File: config.mk
export PLATFORM = sky130hd
export DESIGN_NAME = fft_result_reader
export DESIGN_NICKNAME = d
export VERILOG_FILES = /design/src/rtl/fft_result_reader.sv
export SDC_FILE = /design/constraint.sdc
export NUM_CORES = 1
export LEC_CHECK = 0
export CAP_MARGIN = 20
export CORE_MARGIN = 4
export CORE_UTILIZATION = 54
export CTS_CLUSTER_SIZE = 20
export DETAILED_ROUTE_END_ITERATION = 10
export PLACE_DENSITY = 0.85
export RECOVER_POWER = 25
export SLEW_MARGIN = 0
export SYNTH_ARGS = -nofsm -noshare
export SYNTH_HDL_FRONTEND = slang
export SYNTH_SLANG_ARGS = --single-unit
export TNS_END_PERCENT = 30
File: constraint.sdc
create_clock -name i_clk -period 5.45 [get_ports i_clk]
set_clock_uncertainty 0.2 [all_clocks]
set_input_delay 1.3625 -clock i_clk [delete_from_list [all_inputs] [get_ports i_clk]]
set_output_delay 1.3625 -clock i_clk [all_outputs]
set_load 0.05 [all_outputs]
File: src/rtl/fft_result_reader.sv
// fft_result_reader: drains banks m0/m1 in natural or bit-reversed order through a 3-entry output FIFO
module fft_result_reader #(
    parameter int R = 5,
    parameter int N = 32,
    parameter int W = 32
) (
    input  logic         i_clk,
    input  logic         i_rst_n,
    input  logic         i_start,
    input  logic         i_bitrev,
    output logic         o_re0,
    output logic         o_re1,
    output logic [R-2:0] o_a0,
    output logic [R-2:0] o_a1,
    input  logic [W-1:0] i_d0,
    input  logic [W-1:0] i_d1,
    output logic         o_valid,
    input  logic         i_ready,
    output logic [W-1:0] o_data,
    output logic         o_last,
    output logic         o_busy,
    output logic         o_done
);
    typedef enum logic [1:0] {IDLE, READ, DRAIN} state_t;
    state_t state, state_n;
    logic [R-1:0] k, k_rev, n;
    logic bitrev_q, armed, issue, bank, inflight, infl_bank, infl_last, push, pop;
    logic [1:0] count, wr_ptr, rd_ptr;
    logic [W-1:0] fifo_data [3];
    logic [2:0] fifo_last;
    always_comb begin
        k_rev = '0;
        for (int i = 0; i < R; i++) k_rev[i] = k[R-1-i];
    end
    assign n = bitrev_q ? k_rev : k;
    assign bank = ^n;
    assign issue = state == READ && armed && (3'(count) + 3'(inflight)) < 3'd3;
    assign o_re0 = issue && !bank;
    assign o_re1 = issue && bank;
    assign o_a0 = o_re0 ? n[R-1:1] : '0;
    assign o_a1 = o_re1 ? n[R-1:1] : '0;
    assign push = inflight;
    assign o_valid = count != 2'd0;
    assign pop = o_valid && i_ready;
    assign o_data = fifo_data[rd_ptr];
    assign o_last = o_valid && fifo_last[rd_ptr];
    assign o_busy = state != IDLE;
    always_comb begin
        state_n = (state == IDLE && i_start) ? READ :
                  (state == READ && issue && k == R'(N-1)) ? DRAIN :
                  (state == DRAIN && pop && o_last) ? IDLE : state;
    end
    always_ff @(posedge i_clk or negedge i_rst_n) begin
        if (!i_rst_n) begin
            state <= IDLE;
            k <= '0;
            bitrev_q <= 1'b0;
            armed <= 1'b0;
            inflight <= 1'b0;
            infl_bank <= 1'b0;
            infl_last <= 1'b0;
            count <= 2'd0;
            wr_ptr <= 2'd0;
            rd_ptr <= 2'd0;
            o_done <= 1'b0;
        end else begin
            state <= state_n;
            armed <= state == READ;
            if (state == IDLE && i_start) begin
                bitrev_q <= i_bitrev;
                k <= '0;
            end else if (issue) begin
                k <= k + 1'b1;
            end
            inflight <= issue;
            infl_bank <= bank;
            infl_last <= k == R'(N-1);
            if (push) wr_ptr <= wr_ptr == 2'd2 ? 2'd0 : wr_ptr + 2'd1;
            if (pop) rd_ptr <= rd_ptr == 2'd2 ? 2'd0 : rd_ptr + 2'd1;
            count <= count + 2'(push) - 2'(pop);
            o_done <= pop && o_last;
        end
    end
    always_ff @(posedge i_clk) begin
        if (push) begin
            fifo_data[wr_ptr] <= infl_bank ? i_d1 : i_d0;
            fifo_last[wr_ptr] <= infl_last;
        end
    end
endmodule

==> qor.csv <==
stage;metric;value;unit
outcome;outcome;finished, violations left;
outcome;violated checks;max-capacitance violations, max-slew violations;
timing;Slew headroom;-107;%
clocking;CTS Buffer Depth;2;
die;IO Pins;115;
cells_and_area;commonest non-fill, non-tap cells in the layout;109 x clkdlybuf4s50_1, 99 x edfxtp_1, 40 x nand2_1, 38 x mux2i_1, 37 x o21ai_0;
cells_and_area;number of diodes;0;
worst_setup_path;CP max FO;9;
drt;Post-DRT Antenna Nets;0;
synthesis;#FFs+latches synth;118;
cells_and_area;layout cell share with drive strength beyond 1;14.3;%
synthesis;most used flip-flop cell after synthesis;edfxtp_1;
clocking;CTS resizes;0;
drt;DRC;0;
synthesis;Yosys warnings;0;
timing;Final Hold Viols;0;
power;Reg power frac;31.6;%
worst_setup_path;crit path launch type;flop;
clocking;Num Clock Sinks;118;
synthesis;Mapped Cells;348;
synthesis;Synth area leaders;edfxtp_1 59%, dfrtp_1 9.4%, mux2i_1 7.5%;
drt;total number of vias;3289;
clocking;htree depth;4;
power;Comb power frac;45.8;%
die;Std-Cell Core Area;9200;um^2
timing;worst setup margin;0.758;ns
drt;Avg Vias per Cell;5.53;
timing;fin crit period;4.69;ns
synthesis;post-synthesis sequential area ratio;68.0;%
synthesis;area leader, netlist;edfxtp_1;
power;worst vdd ir;723;uV
worst_setup_path;Worst Path Required;3.89;ns
clocking;Post-CTS Setup Bufs;0;
power;pwr/cell area;718;nW/um^2
cells_and_area;final core utilization;75.2;%
drt;WL/cell;19.0;um
placed_design;worst slack at placement;1.36;ns
global_routing;total global-route track usage;21.5;%
drt;drt first pass iters;4;
clocking;CTS tree;built;
cells_and_area;Fillers;558;
power;Int Pwr;2.85;mW
global_routing;first-pass GRT wire length;18100;um
synthesis;Post-Syn Area;5070;um^2
global_routing;pin count of the biggest net entering global routing;38;
cells_and_area;Layout area overhead;36.4;%
die;Starting Density;55.1;%
timing;part of the cycle the worst path needs;86.1;%
worst_hold_path;Worst Hold Class;flop to flop;
clocking;Clock Pin Slew Worst Setup and Hold Paths;0.06;ns
clocking;CTS Buf Count;17;
die;die area;11000;um^2
clocking;worst skew pair latency;0.51;ns
placed_design;PortBufs;114;
synthesis;Syn Nets;423;
global_routing;vias in the first global route;3476;
run;Max Cap Viol;1;
global_routing;total global routing overflow;0;
die;row count;35;
synthesis;Synth top area share;58.6;%
synthesis;Mean Syn Cell Area;14.6;um^2
power;Sw Ratio;42.7;%
drt;First DRT Iteration DRCs;135;
die;die extent in x;105;um
synthesis;synth unique cells;39;
power;net switching power figure;2.12;mW
synthesis;fraction of registers with async set or reset after synthesis;16.1;%
worst_setup_path;crit end category;primary output;
clocking;Hold Buf Count CTS;0;
timing;worst-margin pin slew;3.09;ns
worst_setup_path;crit path kind;flop to primary output;
die;Die Y;105;um
power;Clk pwr share;22.6;%
cells_and_area;commonest non-fill, non-tap cell in the layout;clkdlybuf4s50_1;
placed_design;Placer Congestion;0.805;
timing;setup total negative slack;0;ns
cells_and_area;nets;546;
synthesis;Post-synth EDFFs;99;
worst_setup_path;CP arrival;3.13;ns
timing;RSZ-0062 raised after global routing;no;
timing;Max Slew Vio Count;35;
timing;hold slack final;0.274;ns
timing;highest clock rate;213;MHz
global_routing;antenna violations before repair;0;
clocking;clk root buf;clkbuf_8;
timing;Setup Viol. Count Final;0;
drt;DRT Wirelength;11300;um
power;Static Leak;2.56;nW
placed_design;dpl hpwl;7100;um
## cells in the mapped netlist (2+ instances only)
cell      instances
xnor2_1           2
nor3_1            6
mux2i_1          38
a21o_1            3
clkbuf_1          8
nand2_1          40
and3_2            3
buf_2             5
nor3b_1           2
buf_1             2
or2_2             2
edfxtp_1         99
and2_1            2
nand3_1           3
nor2_1            6
dfrtp_1          19
nand2b_1          2
o21ai_0          37
inv_1             8
ha_1              6
and3_1            2
a21oi_1           4
mux2_2           33
## power by group through the flow
| stage | sequential, mW | combinational [mW] | clock, mW |
|---|---|---|---|
| 2_1_floorplan | 1.45 | 1.66 | 0 |
| 3_3_place_gp | 1.55 | 2.24 | 0 |
| 3_5_place_dp | 1.57 | 2.29 | 0 |
| 4_1_cts | 1.57 | 2.32 | 1.13 |
| 5_1_grt | 1.60 | 2.42 | 1.18 |
| 6_report | 1.57 | 2.28 | 1.12 |
## per-stage QoR
stage / power, mW / instances / instance area [um^2]
final: 4.97 / 595 / 6920
after global routing: 5.20 / 595 / 6920
after CTS: 5.02 / 595 / 6950
after detailed placement: 3.86 / 563 / 6350
after global placement: 3.78 / 563 / 6350
after floorplan: 3.11 / 348 / 5070
## per-layer routing
| metal | up-vias | global-route usage, % | wire, um | part of all wire (%) |
|---|---|---|---|---|
| met1 | 1608 | 24.4 | 4390 | 39 |
| met4 | 0 | 8.72 | 145 | 1.3 |
| met2 | 125 | 37.3 | 6020 | 53 |
| met5 | - | 0 | 0 | 0 |
| li1 | 1541 | - | - | - |
| met3 | 15 | 6.98 | 724 | 6.4 |
## path summary, 6_finish.rpt
check                                         start                         to  slack (ns)  cells after the start
worst max register to register   inflight$_DFF_PN0_  fifo_data[1][2]$_DFFE_PP_        2.02                      2
worst max-delay path             inflight$_DFF_PN0_                    o_a0[1]        0.76                      7
max in group asynchronous                   i_rst_n      rd_ptr[1]$_DFFE_PN0P_        3.24                      1
worst min-delay path            infl_last$_DFF_PN0_     fifo_last[0]$_DFFE_PP_        0.27                      0
min in group asynchronous                   i_rst_n        infl_bank$_DFF_PN0_        1.18                      1
worst min register to register  infl_last$_DFF_PN0_     fifo_last[0]$_DFFE_PP_        0.27                      0
## cell families (layout without fill, tap and decap cells)
logic type,Yosys count,count (layout),share of synthesized area [%]
flops,118,118,68.0
simple gates,76,76,7.40
mux,71,71,14.8
compound gates,48,48,5.08
buf+inv,24,160,1.90
fa+ha+maj,6,6,1.48
xor+xnor,5,5,1.31
## worst max-delay path, stage by stage (launching register included)
cell and delay (ns):
dfrtp_1 0.42, ha_1 0.23, ha_1 0.21, and4bb_1 0.38
nand2_1 0.22, inv_1 0.17, and3_2 0.18, clkdlybuf4s50_1 0.80
## area by class of cell
type | instances | area [um^2] | share of cell area [%]
Clock buffer | 17 | 414 | 5.99
Clock inverter | 15 | 190 | 2.75
Inverter | 9 | 33.8 | 0.488
Multi-Input combinational cell | 206 | 1520 | 22.0
Sequential cell | 118 | 3450 | 49.9
Tap cell | 111 | 139 | 2.01
Timing Repair Buffer | 119 | 1170 | 16.9
## registers in the layout, indices dropped and copies added (netlist names)
| name | cells |
|---|---|
| inflight | 1 |
| o_done | 1 |
| fifo_last | 3 |
| infl_bank | 1 |
| fifo_data | 96 |
| k | 5 |
| armed | 1 |
| rd_ptr | 2 |
| state | 2 |
| count | 2 |
| bitrev_q | 1 |
| infl_last | 1 |
| wr_ptr | 2 |
Power figures use the tool's default switching activity.
